===== config.mk =====
export PLATFORM = sky130hd
export DESIGN_NAME = adc_stim_gen
export DESIGN_NICKNAME = d
export VERILOG_FILES = /design/src/rtl/adc_stim_gen.sv
export SDC_FILE = /design/constraint.sdc
export NUM_CORES = 1
export LEC_CHECK = 0
export CORE_MARGIN = 8
export CORE_UTILIZATION = 57
export DETAILED_ROUTE_END_ITERATION = 12
export PLACE_DENSITY_LB_ADDON = 0.05
export SETUP_SLACK_MARGIN = 0.1
export SYNTH_ARGS = -nofsm -noshare
export SYNTH_HDL_FRONTEND = slang
export SYNTH_SLANG_ARGS = --single-unit
export TNS_END_PERCENT = 100

===== constraint.sdc =====
create_clock -name aclk -period 5.9 [get_ports aclk]
set_input_delay 0.59 -clock aclk [delete_from_list [all_inputs] [get_ports aclk]]
set_output_delay 0.59 -clock aclk [all_outputs]
set_load 0.01 [all_outputs]

===== src/rtl/adc_stim_gen.sv =====
// Multi-channel AXI-Stream ADC stimulus generator: const/step/ramp/noise
// waveforms with burst gating, used in place of live ADC samples.
module adc_stim_gen #(
   parameter int DATA_WIDTH = 14,
   parameter int CHANNELS   = 2,
   parameter int NOISE_BITS = 4,
   parameter int CNT_WIDTH  = 32
) (
   input  logic                           aclk,
   input  logic                           aresetn,
   input  logic                           enable,
   input  logic [1:0]                     cfg_mode,
   input  logic [CHANNELS*DATA_WIDTH-1:0] cfg_base,
   input  logic [CHANNELS*DATA_WIDTH-1:0] cfg_alt,
   input  logic [CNT_WIDTH-1:0]           cfg_step_len,
   input  logic [CNT_WIDTH-1:0]           cfg_on_beats,
   input  logic [CNT_WIDTH-1:0]           cfg_off_cycles,
   output logic [CHANNELS*DATA_WIDTH-1:0] m_axis_tdata,
   output logic                           m_axis_tvalid,
   input  logic                           m_axis_tready,
   output logic                           busy,
   output logic [CNT_WIDTH-1:0]           sample_cnt
);

   localparam int W = CHANNELS*DATA_WIDTH;
   localparam logic [15:0] SEED = 16'hACE1;
   localparam logic [CNT_WIDTH-1:0] ONE = 1;
   localparam logic [DATA_WIDTH-1:0] S_MAX = {1'b0, {(DATA_WIDTH-1){1'b1}}};
   localparam logic [DATA_WIDTH-1:0] S_MIN = {1'b1, {(DATA_WIDTH-1){1'b0}}};

   typedef enum logic [1:0] {IDLE, ON, OFF} state_t;

   state_t               state;
   logic [1:0]           mode_q;
   logic [W-1:0]         base_q;
   logic [W-1:0]         alt_q;
   logic [CNT_WIDTH-1:0] step_q;
   logic [CNT_WIDTH-1:0] on_q;
   logic [CNT_WIDTH-1:0] off_q;
   logic [CNT_WIDTH-1:0] burst_cnt;
   logic [CNT_WIDTH-1:0] off_cnt;
   logic [15:0]          lfsr;

   logic                 hs;
   logic [15:0]          lfsr_nxt;
   logic [CNT_WIDTH-1:0] cnt_nxt;
   logic [CNT_WIDTH-1:0] burst_nxt;

   assign hs        = m_axis_tvalid & m_axis_tready;
   assign lfsr_nxt  = {lfsr[14:0], lfsr[15] ^ lfsr[13] ^ lfsr[12] ^ lfsr[10]};
   assign cnt_nxt   = (&sample_cnt) ? sample_cnt : sample_cnt + ONE;
   assign burst_nxt = burst_cnt + ONE;

   // Sample for beat k; the noise term uses the LFSR value owned by that beat.
   function automatic logic [W-1:0] gen(
      input logic [1:0]           mode,
      input logic [W-1:0]         base,
      input logic [W-1:0]         alt,
      input logic [CNT_WIDTH-1:0] step,
      input logic [CNT_WIDTH-1:0] k,
      input logic [15:0]          lf
   );
      logic [W-1:0]            r;
      logic [DATA_WIDTH-1:0]   b;
      logic [DATA_WIDTH-1:0]   a;
      logic [NOISE_BITS-1:0]   n;
      logic signed [DATA_WIDTH:0] sum;
      r = '0;
      for (int c = 0; c < CHANNELS; c++) begin
         b = base[c*DATA_WIDTH +: DATA_WIDTH];
         a = alt[c*DATA_WIDTH +: DATA_WIDTH];
         n = lf[c +: NOISE_BITS];
         sum = $signed({b[DATA_WIDTH-1], b})
             + $signed({{(DATA_WIDTH+1-NOISE_BITS){n[NOISE_BITS-1]}}, n});
         unique case (mode)
            2'd0: r[c*DATA_WIDTH +: DATA_WIDTH] = b;
            2'd1: r[c*DATA_WIDTH +: DATA_WIDTH] = (k < step) ? b : a;
            2'd2: r[c*DATA_WIDTH +: DATA_WIDTH] = b + DATA_WIDTH'(k);
            default: begin
               if (sum[DATA_WIDTH] != sum[DATA_WIDTH-1])
                  r[c*DATA_WIDTH +: DATA_WIDTH] = sum[DATA_WIDTH] ? S_MIN : S_MAX;
               else
                  r[c*DATA_WIDTH +: DATA_WIDTH] = sum[DATA_WIDTH-1:0];
            end
         endcase
      end
      return r;
   endfunction

   always_ff @(posedge aclk) begin
      if (!aresetn) begin
         state         <= IDLE;
         m_axis_tvalid <= 1'b0;
         m_axis_tdata  <= '0;
         busy          <= 1'b0;
         sample_cnt    <= '0;
         lfsr          <= SEED;
         burst_cnt     <= '0;
         off_cnt       <= '0;
         mode_q        <= '0;
         base_q        <= '0;
         alt_q         <= '0;
         step_q        <= '0;
         on_q          <= '0;
         off_q         <= '0;
      end else begin
         unique case (state)
            IDLE: begin
               if (enable) begin
                  mode_q        <= cfg_mode;
                  base_q        <= cfg_base;
                  alt_q         <= cfg_alt;
                  step_q        <= cfg_step_len;
                  on_q          <= cfg_on_beats;
                  off_q         <= cfg_off_cycles;
                  sample_cnt    <= '0;
                  burst_cnt     <= '0;
                  lfsr          <= SEED;
                  m_axis_tdata  <= gen(cfg_mode, cfg_base, cfg_alt,
                                       cfg_step_len, '0, SEED);
                  m_axis_tvalid <= 1'b1;
                  busy          <= 1'b1;
                  state         <= ON;
               end
            end
            ON: begin
               // tvalid is always high here, so leaving needs a handshake
               if (hs) begin
                  sample_cnt   <= cnt_nxt;
                  lfsr         <= lfsr_nxt;
                  m_axis_tdata <= gen(mode_q, base_q, alt_q, step_q,
                                      cnt_nxt, lfsr_nxt);
                  if (!enable) begin
                     state         <= IDLE;
                     m_axis_tvalid <= 1'b0;
                     busy          <= 1'b0;
                  end else if (on_q != '0 && burst_nxt == on_q) begin
                     burst_cnt <= '0;
                     if (off_q != '0) begin
                        state         <= OFF;
                        m_axis_tvalid <= 1'b0;
                        off_cnt       <= ONE;
                     end
                  end else begin
                     burst_cnt <= burst_nxt;
                  end
               end
            end
            OFF: begin
               if (!enable) begin
                  state <= IDLE;
                  busy  <= 1'b0;
               end else if (off_cnt == off_q) begin
                  state         <= ON;
                  m_axis_tvalid <= 1'b1;
               end else begin
                  off_cnt <= off_cnt + ONE;
               end
            end
            default: begin
               state         <= IDLE;
               m_axis_tvalid <= 1'b0;
               busy          <= 1'b0;
            end
         endcase
      end
   end

endmodule


==> run metrics <==
f_max 183 MHz; cells after synthesis 2,487; Rows 66; r2r startpoint sample_cnt[0]; Yosys cell types 84; Leak between 0.009 and 0.01 µW; CP Max Fanout 11; CP required 6300 ps; FFs w/ async S/R, synth 0%; multi-input logic area approximately 12,000 µm²; Final Skew 13.4 ps; Finished Core Util ~69%; CP Data Arrival Time about 5900 ps; Setup WS post-layout ~430 ps; initial drt markers roughly 1,600; GRT Util Overall roughly 31%; status completed; hold_sp step_q[0]; EDFF count, synth 0; Core ar. between 30,000 and 40,000 µm²; Final Hold Viols 0; chip width around 200 µm; Detailed Route WL about 63 mm; most used cell, CP ha_1; initial antenna violation count 0; Critical Path Max Stage Delay 590 ps; critical-path cell with the highest stage delay o31ai_4; largest net degree at the start of global routing 93; crit share post-route between 90% and 100%; antenna viol nets, final 0; Die Y-Extent between 150 and 200 µm; FF-to-FF End m_axis_tdata[12]; synth top area cells dfxtp_1 31%, nand2_1 8.9%, a21oi_1 7.7%, ha_1 6.4%, xor2_1 4.1%; TritonCTS buffer count 35; die footprint between 30,000 and 40,000 µm²; Worst Setup Start Kind flip-flop; Slew HR about a fifth; Fin Setup TNS 0 ps; Via-to-Cell Ratio 6.28; Final nets ~2,900; Mapped Nets approximately 2,700; synth warn 0; Slew @ Worst Pin approximately 1200 ps; WHS Path Cells 2; post-synth top area cell dfxtp_1; share of cells above drive strength 1 5.26%; I/O Buffers around 220; Clk Latency, worst-skew pair 530 ps; synthesis-stage register bit count just under 300; first-pass GRT wire length ~100 mm; number of global-route vias before repair approximately 19,000; starting density of the core just under 60%; buffers and inverters on the worst path 1; clk buf depth 3; CTS resizes 0; Post-CTS Hold Buffers 0; CTS sink count 298; area delta synth->final 18.7%; VDD IR max between 0.2 and 0.25 mV; syn_area_per_cell between 7 and 8 µm²; GPL Wtd Cong 0.976; Hold WC Path Type reg2reg; Syn Std Cell Area 19,000 µm²; crit end category flip-flop; placed inst area roughly 21,000 µm²; RSZ-0062 raised after global routing false; Final Max Slew Viols 0; total chip power ~7300 µW; DR vias approximately 19,000; sequential area share after synthesis about a third; Root Driver clkbuf_16; max cap viols 0; Final Instance Area 22,500 µm²; Crit path max-delay family simple AND/OR/NAND/NOR gates; top-area cell type share of the netlist area 31.5%; Post-CTS Setup Repair Bufs 0; CTS tree built; IO Count 220; Synth Flop Type dfxtp_1; Final Critical Period 5470 ps; clock-pin slew on the worst setup and hold paths around 60 ps; Fillers 2,756; depth of the worst register-to-register path 17; Hold EP step_q[0]; Reg area 5970 µm²; endpoints failing setup 0; H-tree levels 2; WL/cell 20.6 µm; worst path cell trace ha_1 -> and2_1 -> nand4_1 -> nor3_1 -> nand3_1 -> or3_1 -> xnor2_1 -> ha_1 -> and4_1 -> a31o_2 -> a211oi_1 -> a32oi_1 -> o31ai_4 -> buf_4 -> mux2_2 -> o221ai_1 -> o31ai_1; Setup WS pre-CTS 580 ps; total gr overflow 0; DR DRC count 0; drt first pass iters 5; HPWL after DPL roughly 46 mm; setup slack, reg-to-reg 430 ps; P per Cell Area around 330 nW/µm²; critical setup path kind reg2reg
-- cells by family (layout without fill, tap and decap cells) --
logic type / Yosys count / in the layout / synth area share [%]
simple gates: 958 / 958 / 23.7
xor+xnor: 160 / 160 / 7.39
fa+ha+maj: 101 / 101 / 6.82
buf+inv: 224 / 378 / 4.75
mux: 41 / 41 / 2.25
other cells: 0 / 1 / 0
compound gates: 705 / 705 / 23.7
flops: 298 / 298 / 31.5
-- flip-flops by register name (all words and copies together) (netlist names) --
name	cells
m_axis_tvalid	1
alt_q	28
off_cnt	32
base_q	28
mode_q	2
step_q	32
off_q	32
sample_cnt	32
busy	1
m_axis_tdata	28
state	2
lfsr	16
on_q	32
burst_cnt	32
-- worst max path at each step --
stage,to,slack (ps),depth (start not counted),startpoint
floorplan,m_axis_tdata[23],950,18,sample_cnt[5]
global placement,m_axis_tdata[12],670,18,sample_cnt[5]
detailed placement,m_axis_tdata[12],580,18,sample_cnt[5]
CTS,m_axis_tdata[12],520,18,sample_cnt[5]
global route,m_axis_tdata[12],250,18,sample_cnt[5]
finish,m_axis_tdata[12],430,17,sample_cnt[0]
-- layer usage --
| metal | up-vias | GRT usage [%] | share of wire (%) |
|---|---|---|---|
| li1 | 9202 | - | - |
| met1 | 9183 | 39.3 | 41 |
| met2 | 806 | 51.4 | 47 |
| met3 | 190 | 5.09 | 7.2 |
| met4 | 0 | 14.5 | 4.8 |
| met5 | - | 0 | 0 |
-- stage by stage --
step | hold WS [ps] | cells
2_1_floorplan | 431 | 2487
4_1_cts | 452 | 3083
3_5_place_dp | 445 | 3020
3_3_place_gp | 443 | 3020
6_report | 455 | 3084
5_1_grt | 469 | 3083
-- cell type report --
class,count,share of cell area (%)
multi-input combinational,1965,53.9
sequential,298,26.5
timing repair buffer,248,10.7
clock buffer,51,4.61
tap,442,2.46
inverter,67,1.14
clock inverter,12,0.712
antenna,1,0.0111
-- worst min-delay path: cells and delay by family, from the launching register on --
kind               cells  cell delay [ps]
AOI/OAI and AO/OA      1               50
DFF                    1              310
and+or+nand+nor        1               50
-- synth_stat cells, types with 14 or more instances --
master,count
clkbuf_1,118
nand3_1,47
xor2_1,88
nor3_1,47
o211a_1,14
o211ai_1,38
a211oi_1,18
xnor2_1,72
ha_1,97
and3_1,31
inv_1,65
nand2b_1,17
dfxtp_1,298
nor2_1,155
o21ai_0,110
nand4_1,42
a31oi_1,15
and2_1,18
or3_1,34
a22oi_1,22
or4_1,19
o31ai_1,14
a21o_1,28
o22ai_1,16
o21a_1,19
nor4_1,44
mux2i_1,28
nand2_1,451
a21oi_1,291
buf_2,21
o221ai_1,14
-- power breakdown --
group          internal, µW  switching, µW  total (µW)  leakage (µW)
Combinational           921           1570        2490       0.00601
Clock                  1360            886        2240      0.000576
Sequential             2280            306        2590       0.00243
-- cells in the final DEF, fill, tap and decap left out, types with 29 or more instances in the layout --
cell type / instances
ha_1: 97
nand3_1: 46
nor3_1: 47
xnor2_1: 72
or3_1: 34
nor2_1: 153
nand4_1: 42
nand2_1: 449
a21oi_1: 291
nor4_1: 44
and3_1: 31
clkbuf_16: 36
clkdlybuf4s50_1: 218
o21ai_0: 110
dfxtp_1: 298
o211ai_1: 38
buf_4: 29
xor2_1: 88
inv_1: 64
Power figures use the tool's default switching activity.
